### src/rtl/mem_master.sv
// ============================================================================
// Module   : mem_master
// Purpose  : Sequencing memory master. Walks an address range issuing
//            valid/ready write and/or read requests with a seed+address data
//            pattern. Read data is captured one cycle after each read
//            handshake.
// Option   : MEM_MASTER_CHECK_EN - when defined, each captured read is
//            compared against seed+address. err_cnt counts mismatches and
//            saturates. first_err_addr records the first failing address.
//            When undefined, both outputs are tied to zero.
// Revision : 1.0 - initial release
// ============================================================================
`default_nettype none

module mem_master #(
  parameter int DEPTH      = 16,
  parameter int WIDTH      = 16,
  parameter int ADDR_WIDTH = $clog2(DEPTH)
) (
  input  logic                  clk,
  input  logic                  rst,
  input  logic                  start,
  input  logic [1:0]            mode,
  input  logic [ADDR_WIDTH:0]   start_addr,
  input  logic [ADDR_WIDTH:0]   end_addr,
  input  logic [WIDTH-1:0]      seed,
  output logic                  valid,
  output logic                  wr_rd,
  output logic [ADDR_WIDTH-1:0] addr,
  output logic [WIDTH-1:0]      wdata,
  input  logic                  ready,
  input  logic [WIDTH-1:0]      rdata,
  output logic [WIDTH-1:0]      rd_data_out,
  output logic                  rd_data_vld,
  output logic                  busy,
  output logic                  done,
  output logic [ADDR_WIDTH:0]   err_cnt,
  output logic [ADDR_WIDTH-1:0] first_err_addr
);

  // Upper bound for the exclusive end address.
  localparam logic [ADDR_WIDTH:0] DEPTH_LIM = (ADDR_WIDTH+1)'(DEPTH);

  // LOAD gives one cycle to resolve the latched range before issuing.
  // GAP is the idle cycle between the write and read phases.
  // RWAIT waits for the last read data to arrive.
  typedef enum logic [2:0] {
    IDLE  = 3'd0,
    LOAD  = 3'd1,
    WRITE = 3'd2,
    GAP   = 3'd3,
    READ  = 3'd4,
    RWAIT = 3'd5,
    DONE  = 3'd6
  } state_t;

  state_t                state;
  logic [1:0]            mode_l;
  logic [ADDR_WIDTH:0]   lo_l;
  logic [ADDR_WIDTH:0]   hi_l;
  logic [WIDTH-1:0]      seed_l;
  logic [ADDR_WIDTH:0]   cur;
  logic                  rd_pend;
  logic [ADDR_WIDTH-1:0] pend_addr;

  logic [ADDR_WIDTH:0]   next_cur;
  logic                  last_xfer;
  logic [WIDTH-1:0]      next_wdata;
  logic [WIDTH-1:0]      first_wdata;

  assign next_cur    = cur + 1'b1;
  assign last_xfer   = (next_cur == hi_l);
  assign next_wdata  = seed_l + WIDTH'(next_cur);
  assign first_wdata = seed_l + WIDTH'(lo_l);

  // Sequencer: state, latched command and all request outputs.
  always_ff @(posedge clk or negedge rst) begin
    if (!rst) begin
      state     <= IDLE;
      mode_l    <= 2'b00;
      lo_l      <= '0;
      hi_l      <= '0;
      seed_l    <= '0;
      cur       <= '0;
      valid     <= 1'b0;
      wr_rd     <= 1'b0;
      addr      <= '0;
      wdata     <= '0;
      busy      <= 1'b0;
      done      <= 1'b0;
      rd_pend   <= 1'b0;
      pend_addr <= '0;
    end else begin
      done    <= 1'b0;
      rd_pend <= 1'b0;
      case (state)
        IDLE: begin
          if (start) begin
            // Reserved mode 11 behaves as write-only.
            mode_l <= (mode == 2'b11) ? 2'b00 : mode;
            lo_l   <= start_addr;
            hi_l   <= (end_addr > DEPTH_LIM) ? DEPTH_LIM : end_addr;
            seed_l <= seed;
            busy   <= 1'b1;
            state  <= LOAD;
          end
        end
        LOAD: begin
          if (hi_l <= lo_l) begin
            // Empty range: finish without any request.
            busy  <= 1'b0;
            done  <= 1'b1;
            state <= DONE;
          end else begin
            cur   <= lo_l;
            valid <= 1'b1;
            addr  <= lo_l[ADDR_WIDTH-1:0];
            if (mode_l == 2'b01) begin
              wr_rd <= 1'b0;
              state <= READ;
            end else begin
              wr_rd <= 1'b1;
              wdata <= first_wdata;
              state <= WRITE;
            end
          end
        end
        WRITE: begin
          if (ready) begin
            if (last_xfer) begin
              valid <= 1'b0;
              if (mode_l == 2'b10) begin
                state <= GAP;
              end else begin
                busy  <= 1'b0;
                done  <= 1'b1;
                state <= DONE;
              end
            end else begin
              cur   <= next_cur;
              addr  <= next_cur[ADDR_WIDTH-1:0];
              wdata <= next_wdata;
            end
          end
        end
        GAP: begin
          cur   <= lo_l;
          valid <= 1'b1;
          wr_rd <= 1'b0;
          addr  <= lo_l[ADDR_WIDTH-1:0];
          state <= READ;
        end
        READ: begin
          if (ready) begin
            rd_pend   <= 1'b1;
            pend_addr <= addr;
            if (last_xfer) begin
              valid <= 1'b0;
              state <= RWAIT;
            end else begin
              cur  <= next_cur;
              addr <= next_cur[ADDR_WIDTH-1:0];
            end
          end
        end
        RWAIT: begin
          // Final read data is captured on this edge.
          busy  <= 1'b0;
          done  <= 1'b1;
          state <= DONE;
        end
        DONE: begin
          state <= IDLE;
        end
        default: begin
          state <= IDLE;
        end
      endcase
    end
  end

  // Capture read data one cycle after each read handshake.
  always_ff @(posedge clk or negedge rst) begin
    if (!rst) begin
      rd_data_out <= '0;
      rd_data_vld <= 1'b0;
    end else begin
      rd_data_vld <= rd_pend;
      if (rd_pend) begin
        rd_data_out <= rdata;
      end
    end
  end

`ifdef MEM_MASTER_CHECK_EN
  logic [WIDTH-1:0] exp_rdata;
  assign exp_rdata = seed_l + WIDTH'(pend_addr);

  // Compare captured reads against the pattern; count saturates at all-ones.
  always_ff @(posedge clk or negedge rst) begin
    if (!rst) begin
      err_cnt        <= '0;
      first_err_addr <= '0;
    end else if (state == IDLE && start) begin
      err_cnt        <= '0;
      first_err_addr <= '0;
    end else if (rd_pend && (rdata != exp_rdata)) begin
      if (err_cnt != '1) begin
        err_cnt <= err_cnt + 1'b1;
      end
      if (err_cnt == '0) begin
        first_err_addr <= pend_addr;
      end
    end
  end
`else
  assign err_cnt        = '0;
  assign first_err_addr = '0;
  logic unused_pend;
  assign unused_pend = ^pend_addr;
`endif

endmodule

`default_nettype wire

### config.mk
export PLATFORM = sky130hd
export DESIGN_NAME = mem_master
export DESIGN_NICKNAME = d
export VERILOG_FILES = /design/src/rtl/mem_master.sv
export SDC_FILE = /design/constraint.sdc
export NUM_CORES = 1
export LEC_CHECK = 0
export CORE_UTILIZATION = 50
export DETAILED_ROUTE_END_ITERATION = 8
export HOLD_SLACK_MARGIN = 0.03
export PLACE_DENSITY_LB_ADDON = 0.08
export SLEW_MARGIN = 40
export SYNTH_ARGS = -nofsm -noshare
export SYNTH_HDL_FRONTEND = slang
export SYNTH_SLANG_ARGS = --single-unit
### constraint.sdc
create_clock -name clk -period 5.5 [get_ports clk]
set_input_delay 0.55 -clock clk [delete_from_list [all_inputs] [get_ports clk]]
set_output_delay 0.55 -clock clk [all_outputs]
set_load 0.1 [all_outputs]
==> results of run 1 <==
-- cells in the final DEF, fill, tap and decap left out, drive strengths merged, types with 2 or more instances in the layout --
| master | synthesis | final |
|---|---|---|
| a21o | 3 | 3 |
| a21oi | 24 | 24 |
| a31oi | 2 | 2 |
| and3 | 4 | 4 |
| buf | 17 | 44 |
| clkbuf | 11 | 10 |
| clkdlybuf4s50 | 0 | 46 |
| clkinv | 0 | 3 |
| conb | 1 | 9 |
| dfrtp | 74 | 74 |
| ha | 11 | 11 |
| inv | 19 | 19 |
| mux2 | 21 | 21 |
| mux2i | 2 | 2 |
| nand2 | 79 | 79 |
| nand2b | 5 | 5 |
| nand3 | 10 | 10 |
| nand3b | 6 | 6 |
| nor2 | 22 | 22 |
| nor2b | 5 | 5 |
| nor3 | 5 | 5 |
| o2111ai | 3 | 3 |
| o211ai | 4 | 4 |
| o21ai | 24 | 24 |
| o22ai | 2 | 2 |
| o31ai | 3 | 3 |
| or2 | 3 | 3 |
| or3 | 2 | 2 |
| xnor2 | 7 | 7 |
| xnor3 | 2 | 2 |
| xor2 | 12 | 12 |
-- critical path: stages, from the launching register on --
cell	delay, ns
dfrtp_1	0.51
nand2b_1	0.24
nor2_1	0.53
mux2i_1	0.26
ha_1	0.18
inv_1	0.05
fa_1	0.39
nor2b_1	0.12
o21ai_0	0.10
a21boi_0	0.56
o2111ai_1	0.19
xor2_1	0.18
a21oi_1	0.09
-- sequential cells by signal, summed over array words and instances (netlist names), 3 cells and up --
signal	count
rd_data_out	16
seed_l	16
wdata	16
hi_l	5
lo_l	5
addr	3
state	3
-- cells by family after synthesis --
kind of cell	Yosys count	share of synthesized area
buf+inv	47	0.0661
flops	74	0.484
fa+ha+maj	12	0.0412
mux	23	0.0671
compound gates	71	0.116
simple gates	144	0.169
xor+xnor	21	0.0553
other cells	1	0.000981
-- through the flow --
step | util | setup slack, ns | cells | area, µm² | hold slack, ns
2_1_floorplan | - | 2.52 | 401 | 3850 | 0.254
3_3_place_gp | 0.640 | 2.13 | 562 | 4690 | 0.470
3_5_place_dp | 0.613 | 1.99 | 562 | 4500 | 0.471
4_1_cts | 0.637 | 2.00 | 576 | 4670 | 0.353
5_1_grt | 0.637 | 1.54 | 576 | 4670 | 0.385
6_report | 0.637 | 1.95 | 576 | 4670 | 0.309
-- worst max-delay path by stage --
stage	cells past startpoint	slack, ns	end	startpoint
6_report	12	1.95	wdata[10]	state[2]
5_1_grt	12	1.54	wdata[10]	state[1]
4_1_cts	12	2.00	wdata[12]	state[2]
3_5_place_dp	12	1.99	wdata[10]	state[2]
3_3_place_gp	12	2.13	wdata[10]	state[2]
2_1_floorplan	14	2.52	wdata[10]	state[2]
-- cell type report --
| cell class | instances | area (µm²) | area share |
|---|---|---|---|
| inverter | 19 | 71.3 | 0.0153 |
| clock buffer | 10 | 128 | 0.0273 |
| multi-input combinational | 280 | 1760 | 0.377 |
| timing repair buffer | 90 | 689 | 0.148 |
| tap | 99 | 124 | 0.0265 |
| clock inverter | 4 | 45.0 | 0.00965 |
| sequential | 74 | 1850 | 0.397 |
-- metal layers --
layer | GRT usage | up-vias
met1 | 0.286 | 1401
li1 | - | 1466
met3 | 0.0416 | 5
met4 | 0.0577 | 0
met2 | 0.331 | 94
met5 | 0 | -
==> metrics.md, run 1 <==
| Metric | Value |
|---|---|
| # fillers | `642` |
| EDFF count, synth | `0` |
| Post-route DRC violation count | `0` |
| Ant diodes | `0` |
| WL final | `7670 µm` |
| Cells after Synth | `393` |
| Clock-pin slew on the worst setup and hold paths | `0.08 ns` |
| Syn_area_per_cell | `9.73 µm²` |
| Commonest cells post-synth | `nand2_1 (79), dfrtp_1 (74), a21oi_1 (23), o21ai_0 (23), nor2_1 (22)` |
| Largest area contributor in the netlist | `dfrtp_1` |
| RSZ-0062 raised after global routing | `false` |
| Worst-Margin Slew | `0.742 ns` |
| Yosys cell types | `47` |
| WP data required | `5.68 ns` |
| Initial antenna violation count | `0` |
| Clk_skew | `0.00897 ns` |
| Post-route setup TNS | `0 ns` |
| WL met2 | `3460 µm` |
| Row cnt | `31` |
| Crit Path Max Fanout | `11` |
| Synthesis Warnings | `0` |
| CTS Buf Count | `9` |
| Final setup vio count | `0` |
| Area contributors post-synth | `dfrtp_1 (48%), nand2_1 (7.8%), mux2_2 (6.2%)` |
| Post-DRT Antenna Nets | `0` |
| Mapped Area | `3820 µm²` |
| Post-synthesis sequential area ratio | `0.484` |
| GRT Total Usage | `0.206` |
| Layout cell share with drive strength beyond 1 | `0.180` |
| Worst setup SP type | `flop` |
| Clock Latency Late Sink | `0.33 ns` |
| Period utilization | `0.646` |
| Die Area | `8000 µm²` |
| Gp weighted congestion | `0.815` |
| Largest net degree at the start of global routing | `75` |
| Asr flop ratio synth | `1.00` |
| Per-cell routed wire length | `13.3 µm` |
| Setup Buffers After CTS | `0` |
| Max Slew Vio Count | `0` |
| Crit end category | `flop` |
| Reg2reg end | `wdata[10]` |
| Worst Hold Class | `input pin to asynchronous set/reset pin` |
| Post-CTS sizing | `0` |
| Slew HR | `0.504` |
| Post-synth top area share | `0.484` |
| Starting Density | `0.522` |
| Max-Cap Viols | `0` |
| Die width | `89.5 µm` |
| Clock buffer depth | `2` |
| Core area | `7330 µm²` |
| Status | `completed` |
| Uppermost layer routed | `met4` |
| CTS Hold Bufs | `0` |
| Top FF cell, synth | `dfrtp_1` |
| Number of DRC markers in iteration 0 | `188` |
| Met3 wire length | `458 µm` |
| Vias | `2,966` |
| Worst Path Arrival | `3.74 ns` |
| CTS tree | `built` |
| Total grt overflow | `0` |
| Vias per inst | `5.15` |
| Port Buffer Count | `88` |
| F_max | `281 MHz` |
| Htree depth | `3` |
| First-pass detailed-route iteration total | `5` |
| CTS sink cnt | `74` |
| Final hold viol count | `0` |
| Reg2Reg Setup Slack | `1.95 ns` |
| Most frequent cell after synthesis | `nand2_1` |
| Layout area overhead | `22.1%` |
| Vias in the first global route | `2,754` |
| First-pass GRT wire length | `12,700 µm` |
| Clock Root Buffer | `clkbuf_8` |
| Die Span Y | `89.5 µm` |
| # IOs | `98` |
| Wl on met1 | `3690 µm` |
| NumNets Final | `534` |
| Final min period | `3.55 ns` |
| Dpl hpwl | `5750 µm` |
| Number of cells on the worst reg-to-reg path | `12` |
| Yosys reg bits | `74` |
| R2r startpoint | `state[2]` |
| WS Path Type | `flop to flop` |
Power of run 1 is left out: the tool's default activity adds up to more than one toggle a clock period on the data nets, which glitch-free logic cannot reach.
==> run 2, diff against run 1 <==
--- a/config.mk
+++ b/config.mk
@@ -5,7 +5,7 @@
 export SDC_FILE = /design/constraint.sdc
 export NUM_CORES = 1
 export LEC_CHECK = 0
-export CORE_UTILIZATION = 50
+export CORE_UTILIZATION = 49
 export DETAILED_ROUTE_END_ITERATION = 8
 export HOLD_SLACK_MARGIN = 0.03
 export PLACE_DENSITY_LB_ADDON = 0.08
==> constraint.sdc (replaced) <==
create_clock -name clk -period 3.63 [get_ports clk]
set_input_delay 0.363 -clock clk [delete_from_list [all_inputs] [get_ports clk]]
set_output_delay 0.363 -clock clk [all_outputs]
set_load 0.1 [all_outputs]
==> metrics.md, run 2 (synthesis results as in run 1) <==
| Metric | Value |
|---|---|
| First-pass detailed-route iteration total | `4 (-1)` |
| Worst setup SP type | `flop` |
| Clock buffer depth | `2 (unchanged)` |
| Post-route setup TNS | `0 ns (unchanged)` |
| Die width | `90.3 µm (+0.99%)` |
| Die Area | `8160 µm² (+2.0%)` |
| Die Span Y | `90.3 µm (+0.99%)` |
| Vias per inst | `5.11 (-0.85%)` |
| Final hold viol count | `0 (unchanged)` |
| Worst-Margin Slew | `0.746 ns (+0.00382 ns)` |
| Clock Root Buffer | `clkbuf_8` |
| Gp weighted congestion | `0.829 (+1.7%)` |
| Port Buffer Count | `88 (unchanged)` |
| GRT Total Usage | `0.207 (+0.000863)` |
| Worst Hold Class | `input pin to asynchronous set/reset pin` |
| Largest net degree at the start of global routing | `75 (unchanged)` |
| Crit end category | `flop` |
| Post-route DRC violation count | `0 (unchanged)` |
| RSZ-0062 raised after global routing | `false` |
| WP data required | `3.89 ns (-1.79 ns)` |
| F_max | `331 MHz (+17%)` |
| Max Slew Vio Count | `0 (unchanged)` |
| Status | `completed` |
| Slew HR | `0.501 (-0.00255)` |
| WL final | `7810 µm (+1.8%)` |
| Layout area overhead | `22.7%` |
| Htree depth | `3 (unchanged)` |
| Leading cell types in the layout, fill and taps excluded | `nand2_1 (79), dfrtp_1 (74), clkdlybuf4s50_1 (46)` |
| # fillers | `659 (+2.6%)` |
| Crit Path Max Fanout | `11 (unchanged)` |
| Number of DRC markers in iteration 0 | `156 (-17%)` |
| Row cnt | `31 (unchanged)` |
| Layout cell share with drive strength beyond 1 | `0.186 (+0.00551)` |
| Clock Latency Late Sink | `0.34 ns (about the same)` |
| Clock-pin slew on the worst setup and hold paths | `0.08 ns (about the same)` |
| Period utilization | `0.833 (+0.187)` |
| Post-DRT Antenna Nets | `0 (unchanged)` |
| Vias in the first global route | `2,823 (+2.5%)` |
| Starting Density | `0.516 (-0.00546)` |
| Worst Path Arrival | `3.28 ns (-0.46 ns)` |
| Top Registers | `rd_data_out x16, seed_l x16, wdata x16` |
| Clk_skew | `0.0104 ns (+0.00145 ns)` |
| Final min period | `3.03 ns (-0.527 ns)` |
| CTS sink cnt | `74 (unchanged)` |
| Initial antenna violation count | `0 (unchanged)` |
| Final setup vio count | `0 (unchanged)` |
| Vias | `2,951 (-0.51%)` |
| Core area | `7410 µm² (+1.1%)` |
| Total grt overflow | `0 (unchanged)` |
| Per-cell routed wire length | `13.5 µm (+1.5%)` |
| Most common cell after layout, fill and taps aside | `nand2_1` |
| CTS Buf Count | `9 (unchanged)` |
| WS Path Type | `flop to flop` |
| Max-Cap Viols | `0 (unchanged)` |
| CTS Hold Bufs | `0 (unchanged)` |
| Ant diodes | `0 (unchanged)` |
| # IOs | `98 (unchanged)` |
| CTS tree | `built` |
| Dpl hpwl | `5780 µm (+0.57%)` |
| NumNets Final | `534 (unchanged)` |
| First-pass GRT wire length | `13,500 µm (+6.7%)` |
run 2: cell types whose count changed in the layout (fill, tap and decap cells not counted):
| cell | delta |
|---|---|
| clkinv_4 | +2 |
| a21boi_0 | -1 |
| a21boi_1 | +1 |
| buf_2 | -1 |
| buf_4 | +1 |
| clkbuf_1 | -1 |
| clkinvlp_4 | +1 |
run 2: layout make-up:
class                      count  area, µm²  share of cell area
clock buffer                   9        124              0.0264
multi-input combinational    280       1760               0.375
sequential                    74       1850               0.395
clock inverter                 7       70.1              0.0149
tap                           99        124              0.0264
timing repair buffer          90        692               0.147
inverter                      19       71.3              0.0152
run 2: worst paths after layout:
path	from	endpoint	slack, ns	cells after the start
hold / removal	rst	rd_data_out[11]	0.03	1
max in group asynchronous	rst	lo_l[0]	3.16	1
setup / recovery	state[1]	wdata[14]	0.60	12
setup reg to reg	state[1]	wdata[14]	0.60	12
hold reg to reg	mode_l[1]	mode_l[1]	0.50	2
min in group clk	mode_l[1]	mode_l[1]	0.50	2
run 2: repair_timing:
item	in CTS	in global routing
gates resized for setup	0	1
setup buffers	0	0
endpoints found under the setup margin	0	3
run 2: critical path: stages (launching register included):
cell and delay [ns]:
dfrtp_1 0.60, nand2b_1 0.17, nor2_1 0.19, mux2i_1 0.23, ha_1 0.19, inv_1 0.05
fa_1 0.39, nor2b_1 0.12, o21ai_0 0.11, a21boi_1 0.40, o2111ai_1 0.18, xor2_1 0.17
a21oi_1 0.15
run 2: routing by layer:
metal,track usage,vias up,part of all wire
met3,0.0320,9,0.054
li1,-,1465,-
met1,0.314,1377,0.50
met5,0,-,0
met2,0.293,100,0.43
met4,0.0901,0,0.016
run 2: metrics by stage:
stage,util,worst slack (ns),area (µm²),hold slack [ns],std cells
floorplan,-,0.651,3850,0.0674,401
global placement,0.634,0.564,4690,0.469,562
detailed placement,0.607,0.446,4500,0.422,562
CTS,0.634,0.443,4690,0.0468,578
global route,0.634,0.203,4690,0.0811,578
finish,0.634,0.605,4690,0.0319,578
Power of run 2 is left out for the same reason.
